--- src/rtl/kernel_jacobi_2d_udiv.sv ---
// -----------------------------------------------------------------------------
// kernel_jacobi_2d_udiv
//
// Iterative unsigned restoring divider: quot = din0 / din1, rem = din0 % din1.
// One quotient bit is produced per ce-qualified clock, MSB first, so a result
// takes din0_WIDTH enabled cycles after the start edge.
//
// Optional feature (compile-time macro KERNEL_JACOBI_2D_UDIV_DBZ_EN):
//   when defined, a start with din1 == 0 completes on the start edge with
//   quot = all ones, rem = 0 and dbz = 1. When undefined, dbz is tied low and
//   a zero divisor runs the normal iteration sequence.
//
// Parameters
//   ID          instance identifier, no functional effect
//   din0_WIDTH  dividend / quotient width
//   din1_WIDTH  divisor / remainder width
//
// Ports
//   clk    in   rising-edge clock
//   reset  in   synchronous active-high reset (takes effect regardless of ce)
//   ce     in   clock enable; all state holds while ce = 0
//   start  in   operation request, accepted in IDLE or DONE, ignored in RUN
//   din0   in   unsigned dividend
//   din1   in   unsigned divisor
//   busy   out  high while iterating (state RUN)
//   done   out  high while the result is valid (state DONE)
//   quot   out  quotient, updated on entry to DONE
//   rem    out  remainder, updated on entry to DONE
//   dbz    out  divide-by-zero flag
// -----------------------------------------------------------------------------
module kernel_jacobi_2d_udiv #(
  parameter int unsigned ID         = 32'd1,
  parameter int unsigned din0_WIDTH = 32'd20,
  parameter int unsigned din1_WIDTH = 32'd11
) (
  input  logic                  clk,
  input  logic                  reset,
  input  logic                  ce,
  input  logic                  start,
  input  logic [din0_WIDTH-1:0] din0,
  input  logic [din1_WIDTH-1:0] din1,
  output logic                  busy,
  output logic                  done,
  output logic [din0_WIDTH-1:0] quot,
  output logic [din1_WIDTH-1:0] rem,
  output logic                  dbz
);

  localparam int unsigned           CNT_W = $clog2(din0_WIDTH + 1);
  localparam logic [CNT_W-1:0]      LAST  = CNT_W'(din0_WIDTH - 1);

  typedef enum logic [1:0] {
    IDLE = 2'd0,
    RUN  = 2'd1,
    DONE = 2'd2
  } state_t;

  state_t                state;
  logic [CNT_W-1:0]      cnt;

  // Datapath: dvd starts as the dividend and is shifted left each iteration;
  // quotient bits enter at the LSB, so after the last iteration it holds the
  // full quotient.
  logic [din0_WIDTH-1:0] dvd;
  logic [din1_WIDTH-1:0] dvs;
  logic [din1_WIDTH:0]   part_rem;

  logic [din1_WIDTH:0]   trial;
  logic [din1_WIDTH:0]   diff;
  logic                  q_bit;
  logic [din1_WIDTH:0]   rem_next;
  logic [din0_WIDTH-1:0] dvd_next;
  logic                  accept;
  logic                  dz_start;

  // One restoring step: shift the next dividend bit into the partial
  // remainder and subtract the divisor if it fits. The top bit of part_rem
  // can only be set when the divisor is zero; it then forces a 1 quotient bit
  // exactly as an overflowing compare would.
  assign trial    = {part_rem[din1_WIDTH-1:0], dvd[din0_WIDTH-1]};
  assign diff     = trial - {1'b0, dvs};
  assign q_bit    = part_rem[din1_WIDTH] | (trial >= {1'b0, dvs});
  assign rem_next = q_bit ? diff : trial;
  assign dvd_next = {dvd[din0_WIDTH-2:0], q_bit};

  assign accept   = start && (state != RUN);

`ifdef KERNEL_JACOBI_2D_UDIV_DBZ_EN
  assign dz_start = (din1 == '0);
`else
  assign dz_start = 1'b0;
`endif

  // Control FSM with registered status/result outputs.
  // NOTE: sequential state uses non-blocking assignments only, so every
  // flop samples the pre-edge values regardless of statement order.
  always_ff @(posedge clk) begin
    if (reset) begin
      state <= IDLE;
      busy  <= 1'b0;
      done  <= 1'b0;
      quot  <= '0;
      rem   <= '0;
      cnt   <= '0;
    end else if (ce) begin
      case (state)
        IDLE, DONE: begin
          if (start) begin
            cnt <= '0;
            if (dz_start) begin
              // Zero divisor short-circuits straight to a saturated result.
              state <= DONE;
              busy  <= 1'b0;
              done  <= 1'b1;
              quot  <= '1;
              rem   <= '0;
            end else begin
              state <= RUN;
              busy  <= 1'b1;
              done  <= 1'b0;
            end
          end else begin
            state <= IDLE;
            busy  <= 1'b0;
            done  <= 1'b0;
          end
        end

        RUN: begin
          cnt <= cnt + 1'b1;
          if (cnt == LAST) begin
            state <= DONE;
            busy  <= 1'b0;
            done  <= 1'b1;
            quot  <= dvd_next;
            rem   <= rem_next[din1_WIDTH-1:0];
          end
        end

        default: begin
          state <= IDLE;
          busy  <= 1'b0;
          done  <= 1'b0;
        end
      endcase
    end
  end

  // NOTE: operand and partial-remainder registers carry no reset; they are
  // always loaded by an accepted start before their contents are used.
  always_ff @(posedge clk) begin
    if (ce) begin
      if (accept) begin
        dvd      <= din0;
        dvs      <= din1;
        part_rem <= '0;
      end else if (state == RUN) begin
        dvd      <= dvd_next;
        part_rem <= rem_next;
      end
    end
  end

`ifdef KERNEL_JACOBI_2D_UDIV_DBZ_EN
  // Flag follows each accepted start: set for a zero divisor, cleared
  // otherwise, and held across RUN and DONE.
  always_ff @(posedge clk) begin
    if (reset) begin
      dbz <= 1'b0;
    end else if (ce && accept) begin
      dbz <= dz_start;
    end
  end
`else
  assign dbz = 1'b0;
`endif

endmodule

--- config.mk ---
export PLATFORM = sky130hd
export DESIGN_NAME = kernel_jacobi_2d_udiv
export DESIGN_NICKNAME = d
export VERILOG_FILES = /design/src/rtl/kernel_jacobi_2d_udiv.sv
export SDC_FILE = /design/constraint.sdc
export NUM_CORES = 1
export LEC_CHECK = 0
export BUFFER_PORTS_ARGS = -buffer_cell sky130_fd_sc_hd__buf_2
export CORE_ASPECT_RATIO = 1.2
export CORE_UTILIZATION = 44
export CTS_BUF_LIST = sky130_fd_sc_hd__clkbuf_8
export DETAILED_ROUTE_END_ITERATION = 10
export GPL_TIMING_DRIVEN = 0
export HOLD_SLACK_MARGIN = 0.08
export PLACE_DENSITY = 0.65
export SETUP_SLACK_MARGIN = 0.05
export SLEW_MARGIN = 10
export SYNTH_ARGS = -nofsm -noshare
export SYNTH_HDL_FRONTEND = slang
export SYNTH_SLANG_ARGS = --single-unit
export TNS_END_PERCENT = 5
--- constraint.sdc ---
create_clock -name clk -period 2.64 [get_ports clk]
set_input_delay 0 -clock clk [delete_from_list [all_inputs] [get_ports clk]]
set_output_delay 0 -clock clk [all_outputs]
set_load 0.01 [all_outputs]
==> metrics list <==
- Run status: finished, final reports clean
* Number of storage elements in the synthesis netlist: 81
- For this run, asynchronously set or reset flops after synthesis account for 0%.
* Commonest cells post-synth: sky130_fd_sc_hd__nand2_1 (107), sky130_fd_sc_hd__edfxtp_1 (43), sky130_fd_sc_hd__dfxtp_1 (38)
- Setup total negative slack: 0 ns
- Number of placement rows: 36
- Post-Syn Area: 0.003829 mm^2
* Setup Skew: 0.01219 ns
- Ratio of routed vias to standard cells: 5.030
- For this run, the detailed router's first-pass iteration total came to 5.
- Data on the critical path is required at its endpoint by 2.72 ns.
* Top-area cell type share of the netlist area: 33.73%
- Top FF cell, synth: sky130_fd_sc_hd__edfxtp_1
* Shortest clock period the worst path allows after layout: 2.522 ns
- RSZ-0062 raised after global routing: no
- Synthesis instantiated 47 different standard cells from the library.
- After routing the design area is 0.004901 mm^2.
- For the pin with the worst max-slew slack, the measured transition is 1.060 ns.
* Top cell type by total area after synthesis: sky130_fd_sc_hd__edfxtp_1
- CTS placed an instance of sky130_fd_sc_hd__clkbuf_8 at the clock tree root.
- Top-count cell post-synth: sky130_fd_sc_hd__nand2_1
- Growth of design area from synthesis to finish: 28.01%
* Remaining antenna violation count after routing: 0
* Simple-gate share of the synthesized area: 20.46%
* Final global-route overflow total: 0
* Post-layout net count: 554
- Core region area: 0.008288 mm^2
- Port buffer count: 65
- The wire-length estimate of the detail-placed layout is 6322 um.
- Setup slack of the worst register-to-register path: 0.12 ns
* Final period utilization: 95.53%
- Initial DRC Count: 95
* Category of the worst setup path capture point: flip-flop
- Crit path top cell by count: sky130_fd_sc_hd__a21oi_4
- Tightest hold margin: 0.1129 ns
- Adder and majority gate portion of the synthesized area: 4.444%
- The clock drives 81 sinks.
- Top cells by area, synth: sky130_fd_sc_hd__edfxtp_1 (34%), sky130_fd_sc_hd__dfxtp_1 (20%), sky130_fd_sc_hd__nand2_1 (10%), sky130_fd_sc_hd__a21oi_1 (4.3%), sky130_fd_sc_hd__ha_1 (3.9%)
- The path class of the tightest hold or removal check is primary input to flip-flop.
* Multiplexer area fraction after synthesis: 2.745%
- Number of global-route vias before repair: 3107
- Post-synthesis compound-gate area fraction: 13.46%
- Leak: 0.002055 uW
* Power per standard cell area: 603.4 mW/mm^2
- For this design, the slowest cell found on the critical path is sky130_fd_sc_hd__fa_1.
- From bottom edge to top edge, the die measures 104.2 um.
- Routed wire length per instance: 14.49 um
- Mean instance size in the synthesized netlist: 9.668 um^2
- Number of top-level design ports: 69
* Data arrival, critical path: 2.60 ns
* Maximum level of the CTS H-tree: 3
- Pin count of the biggest net entering global routing: 33
- Yosys printed 0 warnings.
* Xor/xnor cell area share of the yosys netlist: 1.830%
- At the end of routability-driven placement, the weighted congestion stood at 0.9226.
* Total via count in the routed design: 3144
- The number of antenna diodes in the final layout is 0.
- Initial antenna violation count: 0
* Number of endpoints with negative hold slack in the final report: 0
- Clock latency on the worst-skew pair: 0.35 ns
* Maximum achievable frequency: 0.3965 GHz
* DRT Wirelength: 9054 um
- Summing all placed instances gives a cell area of 0.004299 mm^2.
- Initial standard-cell utilization of the core: 46.20%
- Syn Inst Count: 396
* Slew Limit Fails: 0
- The signal on the critical path passes through ha_1 -> fa_1 -> nand2b_4 -> a21oi_4 -> o21ai_4 -> a21oi_4 -> buf_12 -> mux2i_2 -> nor2_1.
- The setup path with the least slack is of type flip-flop to flip-flop.
- Cells with a size suffix above 1 make up 22.70% of the layout.
* Worst VDD drop: 309.0 uV
- Residual DRC: 0
* Top Family by Delay on Critical Path: adder cells
- Across the run, the number of max-cap violations was 0.
- When the netlist entered floorplanning its net count stood at 444.
- Count of flip-flops with a built-in enable after synthesis: 43
* Clock transition at path regs: 0.09 ns
- Combinational family with the most area after synthesis: simple AND/OR/NAND/NOR gates
* Fraction of the yosys area taken by sequential cells: 53.59%
* First-pass GRT wire length: 14410 um
* Horizontal die dimension: 87.16 um
- Maximum count of clock buffers along a single path: 2
- In this run the worst path has a maximum fanout of 6.
* Setup violators final: 0
- Global routing consumed, over all layers together, 20.82% of the routing resources.
* Die ar.: 0.009080 mm^2
- Measured against its own limit, the worst slew margin works out to 29.10%.
- The worst setup path is launched from a flip-flop.
* Clock tree from TritonCTS: done
* Critical path buffer and inverter count: 1
* Total clock buffers created by CTS: 9
- For this run, the slowest stage of the critical path takes 0.43 ns.
[kinds of logic after synthesis]
kind of cell / after synthesis
and+or+nand+nor: 180
buffers and inverters: 32
muxes: 9
DFF: 81
xor gates and xnor gates: 8
other: 1
AOI/OAI and AO/OA: 72
adders and majority gates: 13
[path summary, 6_finish.rpt]
kind	depth (start not counted)	startpoint	endpoint
max	9	dvs[0]	part_rem[5]
max reg2reg	9	dvs[0]	part_rem[5]
min	2	reset	rem[1]
min reg2reg	2	quot[7]	quot[7]
[timing repair]
item                                    in CTS  in global routing
endpoints found under the hold margin       32                  0
gates resized for setup                      0                 12
endpoints found under the setup margin       5                 12
pin swaps                                    1                  1
gates cloned                                 0                  0
buffers inserted                             2                  0
hold buffers                                32                  0
[flip-flops by register name, summed over array words and instances (netlist names)]
| name | flops |
|---|---|
| cnt | 5 |
| quot | 20 |
| part_rem | 12 |
| done | 1 |
| dvd | 20 |
| state | 1 |
| dvs | 11 |
| rem | 11 |
[cell type report]
cell class | instances | area (um^2)
Inverter | 13 | 48.80
Fill cell | 767 | 3387
Buffer | 19 | 80.08
Tap cell | 114 | 142.6
Clock buffer | 9 | 123.9
Sequential cell | 81 | 2052
Clock inverter | 7 | 62.56
Multi-Input combinational cell | 283 | 1718
Timing Repair Buffer | 99 | 673.1
[stage by stage]
stage	power, uW	setup slack (ns)	util [%]	cells
3_5_place_dp	1995	0.01433	51.87	575
5_1_grt	3080	0.03560	59.13	625
6_report	2957	0.1181	59.13	625
4_1_cts	2910	0.05864	58.32	625
3_3_place_gp	1982	0.01025	51.84	575
2_1_floorplan	1860	0.3952	-	396
[report_power, final]
group          internal (uW)  switching (uW)
Combinational            294             354
Sequential              1410            32.4
Clock                    428             440
Total                   2130             827
[routing by layer]
metal  up-vias  share of wire [%]  GRT usage [%]
li1       1582                  -              -
met1      1473                 41          23.29
met2        77                 53          38.25
met3        12                4.4          4.048
met4         0                1.5          7.728
met5         -                  0              0
[placed cells by master, fill, tap and decap left out, drive strengths merged, types with 4 or more instances in the layout]
| master | n |
|---|---|
| o21ai | 8 |
| mux2i | 6 |
| nor2 | 38 |
| ha | 12 |
| nand4 | 4 |
| xnor2 | 5 |
| a21oi | 38 |
| nand2b | 10 |
| dlygate4sd3 | 32 |
| a211oi | 12 |
| nor2b | 5 |
| nand2 | 107 |
| clkinv | 4 |
| edfxtp | 43 |
| buf | 72 |
| dfxtp | 38 |
| clkbuf | 23 |
| inv | 14 |
(Power assumes the default switching activity.)
